--- src/rtl/ccff_loader.sv ---
// ccff_loader: serial loader for a configuration flip-flop chain.
// It takes host words through a valid/ready handshake and shifts them LSB first
// into the downstream chain, one bit per enabled prog_clk edge.
// Optional feature macro: CCFF_LOADER_CRC_EN enables a serial CRC-8
// (poly 0x07, init 0x00) over the shifted bits. Without it, crc is tied to 8'h00.
module ccff_loader #(
   parameter int CHAIN_LEN = 8,
   parameter int WORD_W    = 8
) (
   input  logic              prog_clk,
   input  logic              prog_rst_n,
   input  logic              start,
   input  logic [WORD_W-1:0] cfg_data,
   input  logic              cfg_valid,
   output logic              cfg_ready,
   output logic              ccff_head,
   output logic              ccff_shift_en,
   output logic              busy,
   output logic              done,
   output logic [7:0]        crc
);

   localparam int CNT_W = $clog2(CHAIN_LEN + 1);
   localparam int BUF_W = $clog2(WORD_W + 1);

   typedef enum logic [1:0] {
      IDLE,
      SHIFT,
      DONE
   } state_t;

   state_t            state;
   logic [CNT_W-1:0]  bit_cnt;
   logic [WORD_W-1:0] word_buf;
   logic [BUF_W-1:0]  buf_cnt;

   logic [31:0] rem_bits;
   logic [31:0] avail_bits;
   logic [31:0] load_bits;
   logic        shifting;
   logic        accept;
   logic        last_bit;
   logic        begin_load;

   // Handshake, bit-presentation and word-sizing decisions, all derived from registered state
   always_comb begin
      rem_bits   = 32'(CHAIN_LEN) - 32'(bit_cnt);
      avail_bits = rem_bits - 32'(buf_cnt);
      load_bits  = (avail_bits < 32'(WORD_W)) ? avail_bits : 32'(WORD_W);
      shifting   = (state == SHIFT) && (buf_cnt != '0);
      cfg_ready  = (state == SHIFT) && (buf_cnt <= BUF_W'(1)) && (rem_bits > 32'(buf_cnt));
      accept     = cfg_ready && cfg_valid;
      last_bit   = shifting && (bit_cnt == CNT_W'(CHAIN_LEN - 1));
      begin_load = ((state == IDLE) || (state == DONE)) && start;
   end

   assign ccff_shift_en = shifting;
   assign ccff_head     = shifting & word_buf[0];
   assign busy          = (state == SHIFT);
   assign done          = (state == DONE);

   // Load sequencer: state, chain bit counter and the word buffer with its fill count
   always_ff @(posedge prog_clk) begin
      if (!prog_rst_n) begin
         state    <= IDLE;
         bit_cnt  <= '0;
         word_buf <= '0;
         buf_cnt  <= '0;
      end else begin
         case (state)
            IDLE, DONE: begin
               if (start) begin
                  state    <= SHIFT;
                  bit_cnt  <= '0;
                  word_buf <= '0;
                  buf_cnt  <= '0;
               end
            end
            SHIFT: begin
               if (shifting) begin
                  bit_cnt <= bit_cnt + CNT_W'(1);
               end
               if (accept) begin
                  word_buf <= cfg_data;
                  buf_cnt  <= BUF_W'(load_bits);
               end else if (shifting) begin
                  word_buf <= word_buf >> 1;
                  buf_cnt  <= buf_cnt - BUF_W'(1);
               end
               if (last_bit) begin
                  state <= DONE;
               end
            end
            default: begin
               state <= IDLE;
            end
         endcase
      end
   end

`ifdef CCFF_LOADER_CRC_EN
   logic crc_fb;

   assign crc_fb = crc[7] ^ ccff_head;

   // Serial CRC-8 over every bit actually pushed into the chain
   always_ff @(posedge prog_clk) begin
      if (!prog_rst_n) begin
         crc <= 8'h00;
      end else if (begin_load) begin
         crc <= 8'h00;
      end else if (shifting) begin
         crc <= {crc[6:0], 1'b0} ^ (crc_fb ? 8'h07 : 8'h00);
      end
   end
`else
   assign crc = 8'h00;
`endif

endmodule

--- config.mk ---
export PLATFORM = sky130hd
export DESIGN_NAME = ccff_loader
export DESIGN_NICKNAME = d
export VERILOG_FILES = /design/src/rtl/ccff_loader.sv
export SDC_FILE = /design/constraint.sdc
export NUM_CORES = 1
export LEC_CHECK = 0
export BUFFER_PORTS_ARGS = -buffer_cell sky130_fd_sc_hd__buf_2
export CAP_MARGIN = 20
export CELL_PAD_IN_SITES_DETAIL_PLACEMENT = 0
export CELL_PAD_IN_SITES_GLOBAL_PLACEMENT = 2
export CORE_ASPECT_RATIO = 0.8
export CORE_MARGIN = 2
export CORE_UTILIZATION = 32
export CTS_CLUSTER_SIZE = 25
export DETAILED_ROUTE_END_ITERATION = 6
export GPL_ROUTABILITY_DRIVEN = 0
export MAX_ROUTING_LAYER = met4
export PLACE_DENSITY = 0.83
export SLEW_MARGIN = 10
export SYNTH_ARGS = -nofsm -noshare
export SYNTH_HDL_FRONTEND = slang
export SYNTH_SLANG_ARGS = --single-unit
--- constraint.sdc ---
create_clock -name prog_clk -period 3.1 [get_ports prog_clk]
set_input_delay 0.155 -clock prog_clk [delete_from_list [all_inputs] [get_ports prog_clk]]
set_output_delay 0.155 -clock prog_clk [all_outputs]
set_load 0.1 [all_outputs]
# After elaboration in Yosys (flattened, before gate mapping)
# Cells that the tools add are included.
dict set report totals {
  reg_bits 18
  output_inout_bits 13
}
dict set report op_classes {
  add_sub_neg 4
  magnitude_cmp 3
  n_eq_ne 7
  mux 14
  bitwise_logic 1
  reduce_logical 12
}
# operator count
set ops {}
lappend ops {{> comparator 32 x 4 -> 1 bit} 1}
lappend ops {{< comparator 32 x 4 -> 1 bit, second input constant} 1}
lappend ops {{two-way mux 8 bit} 3}
lappend ops {{two-way mux 4 bit} 5}
lappend ops {{case mux 4 bit (2 select lines)} 2}
lappend ops {{case mux 8 bit (2 select lines)} 1}
lappend ops {{AND reduction 3 bit} 2}
lappend ops {{subtractor 5 x 5 -> 6 bit} 1}
lappend ops {{logical AND 1 bit} 5}
lappend ops {{subtractor 4 x 4 -> 5 bit, first input constant} 1}
lappend ops {{adder 4 x 1 -> 4 bit, second input constant} 1}
lappend ops {{equality test 4 x 3 -> 1 bit, second input constant} 1}
lappend ops {{<= comparator 4 x 1 -> 1 bit, second input constant} 1}
lappend ops {{two-way mux 2 bit} 2}
lappend ops {{!= test 2 x 1 -> 1 bit, second input constant} 2}
lappend ops {{case mux 2 bit (2 select lines)} 1}
lappend ops {{nonzero test 4 bit} 1}
lappend ops {{subtractor 4 x 1 -> 4 bit, second input constant} 1}
lappend ops {{!= test 3 x 1 -> 1 bit, second input constant} 1}
lappend ops {{equality test 2 x 1 -> 1 bit, second input constant} 1}
lappend ops {{equality test 2 bit, second input constant} 1}
lappend ops {{logical NOT 2 bit} 1}
lappend ops {{!= test 2 bit, second input constant} 1}
lappend ops {{AND reduction 2 bit} 1}
lappend ops {{3 further kinds} 3}

# Logic depth before layout (Yosys ltp)
# Gate-level depths: netlist (run 1).
dict set report depth {
  depth_word 6
  mapped_depth 13
  mapped_depth_nobuf 12
}

# Worst setup path after synthesis (run 1)
# No wires, ideal clock.
dict set report synth_path {
  kind {reg2out}
  start {register state[0]}
  end {output ccff_head}
  arrival_time_ps 2889
  setup_slack_ps 56
  stages_incl_launch_ff 6
  path_buffers 0
  path_cell_list {dfxtp_1 -> nand2b_4 -> inv_1 -> nand2b_1 -> inv_1 -> and2_1}
}
dict set report synth_via {
  elab_chain_len 3
}
# element line_no
set synth_rtl {}
lappend synth_rtl {{start: declaration} 32} ;# state_t state;
lappend synth_rtl {{start signal: assignment} 65} ;# state <= IDLE;
lappend synth_rtl {{start signal: assignment} 73} ;# state <= SHIFT;
lappend synth_rtl {{start signal: assignment} 91} ;# state <= DONE;
lappend synth_rtl {{equality test 2 x 1 -> 1 bit} --}
lappend synth_rtl {{named net busy} 18} ;# output logic busy,
lappend synth_rtl {{logical AND 1 bit} 50} ;# shifting = (state == SHIFT) && (buf_cnt != '0);
lappend synth_rtl {{named net ccff_shift_en} 17} ;# output logic ccff_shift_en,
lappend synth_rtl {{AND 1 bit} 58} ;# assign ccff_head = shifting & word_buf[0];
lappend synth_rtl {{end: declaration} 16} ;# output logic ccff_head,
# The timed path passes the listed nets, and every way through them passes these cells.

# Worst setup path in the final report (run 1)
dict set report layout_path {
  start {register bit_cnt[0]}
  end {register word_buf[3]}
}
dict set report layout_via {
  elab_chain_len 6
}
# element line_no
set layout_rtl {}
lappend layout_rtl {{start: declaration} 33} ;# logic [CNT_W-1:0] bit_cnt;
lappend layout_rtl {{start signal: assignment} 81} ;# bit_cnt <= bit_cnt + CNT_W'(1);
lappend layout_rtl {{subtractor 4 x 4 -> 5 bit *} 47} ;# rem_bits = 32'(CHAIN_LEN) - 32'(bit_cnt);
lappend layout_rtl {{> comparator 32 x 4 -> 1 bit *} 51} ;# cfg_ready = (state == SHIFT) && (buf_cnt <= BUF_W'(1)) && (rem_bits > 32'(buf_cnt));
lappend layout_rtl {{logical AND 1 bit *} 51}
lappend layout_rtl {{logical AND 1 bit *} 52} ;# accept = cfg_ready && cfg_valid;
lappend layout_rtl {{!= test 3 x 1 -> 1 bit (no line) / two-way mux 8 bit (equally long branches)} --}
lappend layout_rtl {{AND reduction 3 bit (no line) / case mux 8 bit (2 select lines) (equally long branches)} --}
lappend layout_rtl {{end signal: assignment} 84} ;# word_buf <= cfg_data;
lappend layout_rtl {{end signal: assignment} 87} ;# word_buf <= word_buf >> 1;
lappend layout_rtl {{end: declaration} 34} ;# logic [WORD_W-1:0] word_buf;
# Mark *: on every way between the ends. The rest lies on a longest branch, timed or not.
# A chain may end at the register's enable or synchronous reset.

==> results_dict.tcl, run 1 <==
set metrics [dict create \
    p_sw_share_pct 42.6 \
    cap_violations 0 \
    cp_max_fo 8 \
    final_area_sq_um 1500 \
    ys.flop_type "dfxtp_1" \
    drc 0 \
    pwr-share-clk_pct 19.9 \
    totalWireLength_um 2790 \
    fin_skew_ns 0.00115 \
    grt_overflow 0 \
    async_flop_share_pct 0 \
    p_leak_nw 0.723 \
    synth_commonest_cells "dfxtp_1, and3_1, inv_1" \
    cpPeakStageDelay_ns 0.42 \
    outcome "finished clean" \
    num_antenna_cells 0 \
    clk_pin_slew_ns 0.07 \
    hpwl_um 2280 \
    start_util_pct 33.4 \
    drive_above_1_share_pct 21.4 \
    drt_iter0_drc 60 \
    synth_area_leader_cell "dfxtp_1" \
    cts.sinks 18 \
    syn_area_sq_um 1270 \
    viasPerCell 4.86 \
    ys_seq_elements 18 \
    dr.pass1.iters 4 \
    power_density_nw_per_um2 632 \
    nets 192 \
    p_int_uw 543 \
    ios 25 \
    grt_antenna_before_repair 0 \
    fmax_mhz 350 \
    port_buffers 16 \
    seqPwrFrac_pct 28.8 \
    netlist.area_leader.share_pct 28.4 \
    wl_per_cell_um 12.5 \
    combPwrFrac_pct 51.3 \
    place_area_sq_um 1400 \
    synth_adder_area_share_pct 11.4 \
    ys_types 41 \
    grt_usage_pct 14.3 \
    p_total_uw 946 \
    cts_buffers 3 \
    place_inst 218 \
    cp_cell_sequence "inv_1, ha_4, inv_1, fa_1, inv_1, a21o_1, a21oi_1, ha_1, nor4b_4, and3_4, o21ai_2, a211o_1" \
    end_kind "flip-flop" \
    synth-seq-area-share_pct 28.4 \
    syn_inst 148 \
    synth.avg_cell_area_sq_um 8.58 \
    crit_path_top_delay_cell "fa_1" \
    grt_pass1_wl_um 4770 \
    synth-compound-area-share_pct 18.6 \
    cts_tree "built" \
    via_count 1083 \
    worstPathArrival_ns 3.00 \
    finalSetupViolations 0 \
    utilization_pct 39.3 \
    synth_top_family_by_area "simple AND/OR/NAND/NOR gates" \
    synthTopCellsByArea "dfxtp_1, ha_1, and3_1" \
    die_height_um 60.3 \
    syn2layout_area_growth_pct 17.7 \
    clk_latency_ns 0.25 \
    final-hold-violation-count 0 \
    num_rows 20 \
    postRouteAntennaNets 0 \
    core_area_sq_um 3800 \
    layout.cells.non_filler 223 \
    hold_buffers 0 \
    fp.dieArea_sq_um 4490 \
    holdCritPathClass "input port to flip-flop" \
    cp_top_family "adder cells" \
    cts_root_buf "clkbuf_8" \
    fin_crit_sh_pct 92.3 \
    synth-simple-area-share_pct 28.1 \
    first_global_vias 989 \
    fp.dieW_um 74.4 \
    htreeDepth 1 \
    post-route-min-period_ns 2.86 \
    setup-tns-final_ns 0 \
    synth_xor_xnor_area_share_pct 3.45 \
    p_switching_uw 403 \
    clock_path_buffers 2 \
    synth_edf_count 0 \
    synth.yosys.warnings 0 \
    synth_mux_area_share_pct 0 \
    cp_common_cell "inv_1" \
    worstPathBufferInverterCount 3 \
    rsz0062_at_grt "no" \
    grt_max_degree 11 \
    crit_type "flip-flop to flip-flop" \
    synth_most_common_cell "dfxtp_1" \
    maxSlewViolCount 0 \
    critPathLaunchType "flip-flop" \
    worstPathRequired_ns 3.24 \
    peakVddDrop_mv 0.419 \
]
final cells by class:
cell class | count | area, sq um
Fill cell | 392 | 2310
Multi-Input combinational cell | 114 | 842
Sequential cell | 18 | 363
Timing Repair Buffer | 19 | 118
Tap cell | 55 | 68.8
Clock buffer | 4 | 55.1
Inverter | 13 | 48.8
power groups by stage:
| stage | combinational (mW) | sequential [mW] | clock [mW] |
|---|---|---|---|
| after global routing | 0.536 | 0.275 | 0.208 |
| after detailed placement | 0.463 | 0.277 | 0 |
| final | 0.485 | 0.273 | 0.188 |
| after global placement | 0.460 | 0.278 | 0 |
| after CTS | 0.464 | 0.272 | 0.198 |
| after floorplan | 0.361 | 0.270 | 0 |
flip-flops by register name (all words and copies together), names as in the netlist:
name / count
state: 2
word_buf: 8
buf_cnt: 4
bit_cnt: 4
stage by stage:
| step | hold slack (ns) | setup WS (ns) |
|---|---|---|
| 4_1_cts | 0.139 | 0.0611 |
| 3_5_place_dp | 0.409 | 0.0827 |
| 2_1_floorplan | 0.277 | 0.0556 |
| 6_report | 0.144 | 0.239 |
| 5_1_grt | 0.149 | 0.0630 |
| 3_3_place_gp | 0.399 | 0.173 |
kinds of logic after synthesis:
family                   count (synthesis)
AND/OR/NAND/NOR                         58
AO/OA/AOI/OAI                           32
XOR/XNOR                                 5
adder cells (fa/ha/maj)                 11
flip-flops                              18
buffers and inverters                   23
other                                    1
worst reg2reg max path: stages, from the launching register on:
cell and delay, ns:
dfxtp_2 0.36, inv_1 0.10, ha_4 0.29, inv_1 0.05
fa_1 0.42, inv_1 0.07, a21o_1 0.10, a21oi_1 0.06
ha_1 0.21, nor4b_4 0.40, and3_4 0.25, o21ai_2 0.13
a211o_1 0.32
routing by layer:
layer | wire length (um) | global-route usage, % | up-vias
met1 | 1480 | 21.0 | 512
met2 | 1190 | 20.0 | 19
met4 | 0 | 1.53 | 0
met5 | 0 | - | -
li1 | - | - | 552
met3 | 117 | 3.99 | 0
timing repair:
item,CTS,global route
gates resized for setup,0,7
endpoints found under the setup margin,0,12
buffers inserted,0,1
path summary, 6_finish.rpt:
kind                                  from                  endpoint  slack, ns  cells past startpoint
hold reg to reg   word_buf[6]$_SDFFE_PN0P_  word_buf[6]$_SDFFE_PN0P_       0.46                      1
setup / recovery   bit_cnt[0]$_SDFFE_PN0P_  word_buf[3]$_SDFFE_PN0P_       0.24                     12
setup reg to reg   bit_cnt[0]$_SDFFE_PN0P_  word_buf[3]$_SDFFE_PN0P_       0.24                     12
hold / removal                 cfg_data[7]  word_buf[7]$_SDFFE_PN0P_       0.14                      2
layout by cell type, fill, tap and decap left out, types with 2 or more instances in the layout:
cell type / Yosys / layout
a211o_1: 7 / 7
a21boi_0: 4 / 4
a21oi_1: 4 / 4
a31oi_1: 2 / 2
and2_1: 4 / 3
and3_1: 15 / 14
buf_2: 0 / 15
buf_4: 8 / 3
clkbuf_8: 0 / 4
conb_1: 1 / 8
dfxtp_1: 18 / 16
dfxtp_2: 0 / 2
ha_1: 10 / 9
inv_1: 13 / 13
nand2_1: 7 / 7
nand2b_1: 2 / 2
nand3_1: 7 / 6
nand3b_1: 2 / 2
nand4_1: 2 / 2
nor2_1: 7 / 7
nor2b_1: 2 / 2
nor3_1: 2 / 2
o21ai_0: 5 / 5
o21ai_2: 2 / 2
xnor2_1: 3 / 3
xor2_1: 2 / 2
Note: power is estimated with default switching activity, not from simulation.
==> inputs of run 2 (changes only) <==
--- a/config.mk
+++ b/config.mk
@@ -7,11 +7,9 @@
 export LEC_CHECK = 0
 export BUFFER_PORTS_ARGS = -buffer_cell sky130_fd_sc_hd__buf_2
 export CAP_MARGIN = 20
-export CELL_PAD_IN_SITES_DETAIL_PLACEMENT = 0
-export CELL_PAD_IN_SITES_GLOBAL_PLACEMENT = 2
 export CORE_ASPECT_RATIO = 0.8
 export CORE_MARGIN = 2
-export CORE_UTILIZATION = 32
+export CORE_UTILIZATION = 54
 export CTS_CLUSTER_SIZE = 25
 export DETAILED_ROUTE_END_ITERATION = 6
 export GPL_ROUTABILITY_DRIVEN = 0
==> run 2 against run 1 <==
Flip-flop and latch count did not move. Maximum frequency shrank 1.6%. Sequential power hardly changed. Global-route usage increased by 9.1 points. Utilization rose by 26 points. Sequential share of layout area grew 1.3 points. Highest routed layer is now met4.
==> results_dict.tcl, run 2 (same netlist as run 1, synthesis figures left out) <==
set metrics [dict create \
    outcome "finished clean" \
    postRouteAntennaNets 0 \
    holdCritPathClass "input port to flip-flop" \
    maxSlewViolCount 0 \
    final_cell_mix "dfxtp_1, and3_1, buf_2, inv_1, ha_1" \
    critPathLaunchType "flip-flop" \
    grt_max_degree 11 \
    post-place-ws_ns 0.0756 \
    ios 25 \
    drive_above_1_share_pct 21.0 \
    cap_violations 0 \
    fmax_mhz 344 \
    hpwl_um 2240 \
    fp.dieArea_sq_um 2760 \
    start_util_pct 57.8 \
    cts_buffers 3 \
    setup-tns-final_ns 0 \
    worst_slack_ns 0.193 \
    regMostFlops "word_buf" \
    syn2layout_area_growth_pct 12.7 \
    core_area_sq_um 2200 \
    nets 191 \
    wl_per_cell_um 15.0 \
    post-route-min-period_ns 2.91 \
    reg_top3 "word_buf x8, bit_cnt x4, buf_cnt x4" \
    num_rows 15 \
    via_count 1117 \
    viasPerCell 5.82 \
    worstPathRequired_ns 2.94 \
    grt_overflow 0 \
    fp.dieW_um 58.2 \
    worstPathArrival_ns 2.75 \
    drc 0 \
    p_leak_nw 0.711 \
    drt_iter0_drc 44 \
    cts_root_buf "clkbuf_4" \
    peakVddDrop_mv 0.467 \
    crit_type "flip-flop to output pin" \
    clk_pin_slew_ns 0.11 \
    largest_reg_flops 8 \
    clk_latency_ns 0.31 \
    dr.pass1.iters 4 \
    totalWireLength_um 2870 \
    grt_antenna_before_repair 0 \
    clock_path_buffers 2 \
    cts.sinks 18 \
    fin_skew_ns 0.00361 \
    htreeDepth 1 \
    cts_tree "built" \
    layout_commonest_cell "dfxtp_1" \
    grt_pass1_wl_um 4640 \
    finalSetupViolations 0 \
    rsz0062_at_grt "no" \
    die_height_um 47.4 \
    end_kind "output pin" \
    power_density_nw_per_um2 634 \
    fin_crit_sh_pct 93.8 \
    final-hold-violation-count 0 \
    cts_setup_buffers 0 \
    grt_usage_pct 23.4 \
    first_global_vias 1009 \
    port_buffers 16 \
    num_antenna_cells 0 \
    cp_max_fo 6 \
    hold_buffers 0 \
]
[run 2: critical path, stage by stage (launching register included)]
cell and delay [ns]:
dfxtp_4 0.38, inv_1 0.10, ha_4 0.29, inv_1 0.05, fa_2 0.36, inv_1 0.06
a21o_1 0.10, a21oi_1 0.06, ha_1 0.22, nor4b_4 0.42, and2_4 0.23, buf_12 0.17
[run 2: layout make-up]
type,count,area [sq um]
inverter,13,48.8
timing repair buffer,18,110
tap,25,31.3
multi-input combinational,114,840
clock buffer,4,36.3
sequential,18,365
fill,186,764
[run 2: report_power, final]
| group | total [mW] | internal [mW] | switching (mW) |
|---|---|---|---|
| sequential | 0.273 | 0.250 | 0.0236 |
| clock | 0.153 | 0.0719 | 0.0814 |
| combinational | 0.481 | 0.176 | 0.305 |
| total | 0.908 | 0.498 | 0.410 |
[run 2: final timing paths]
path	start	slack, ns	depth (start not counted)	endpoint
setup / recovery	bit_cnt[0]$_SDFFE_PN0P_	0.19	11	cfg_ready
hold / removal	cfg_data[7]	0.09	2	word_buf[7]$_SDFFE_PN0P_
setup reg to reg	bit_cnt[0]$_SDFFE_PN0P_	0.25	12	word_buf[1]$_SDFFE_PN0P_
hold reg to reg	word_buf[2]$_SDFFE_PN0P_	0.47	1	word_buf[2]$_SDFFE_PN0P_
[run 2: layer usage]
metal / global-route usage [%] / wire [um] / vias to the layer above
met5: - / 0 / -
met3: 6.34 / 141 / 4
met2: 38.0 / 1350 / 31
li1: - / - / 551
met1: 29.6 / 1360 / 531
met4: 5.12 / 17 / 0
[run 2: through the flow]
stage               total power, mW  cell area [sq um]  hold slack [ns]  util [%]  instances
floorplan                     0.632               1300            0.277         -        155
global placement              0.721               1360            0.406      62.1        188
detailed placement            0.736               1360            0.410      62.1        188
CTS                           0.887               1400           0.0868      63.7        192
global route                  0.965               1430           0.0980      65.2        192
finish                        0.908               1430           0.0889      65.2        192
[run 2: what timing repair did]
item | 4_1_cts | 5_1_grt
endpoints found under the setup margin | 0 | 13
endpoints found under the hold margin | 0 | 0
gates resized for setup | 0 | 8
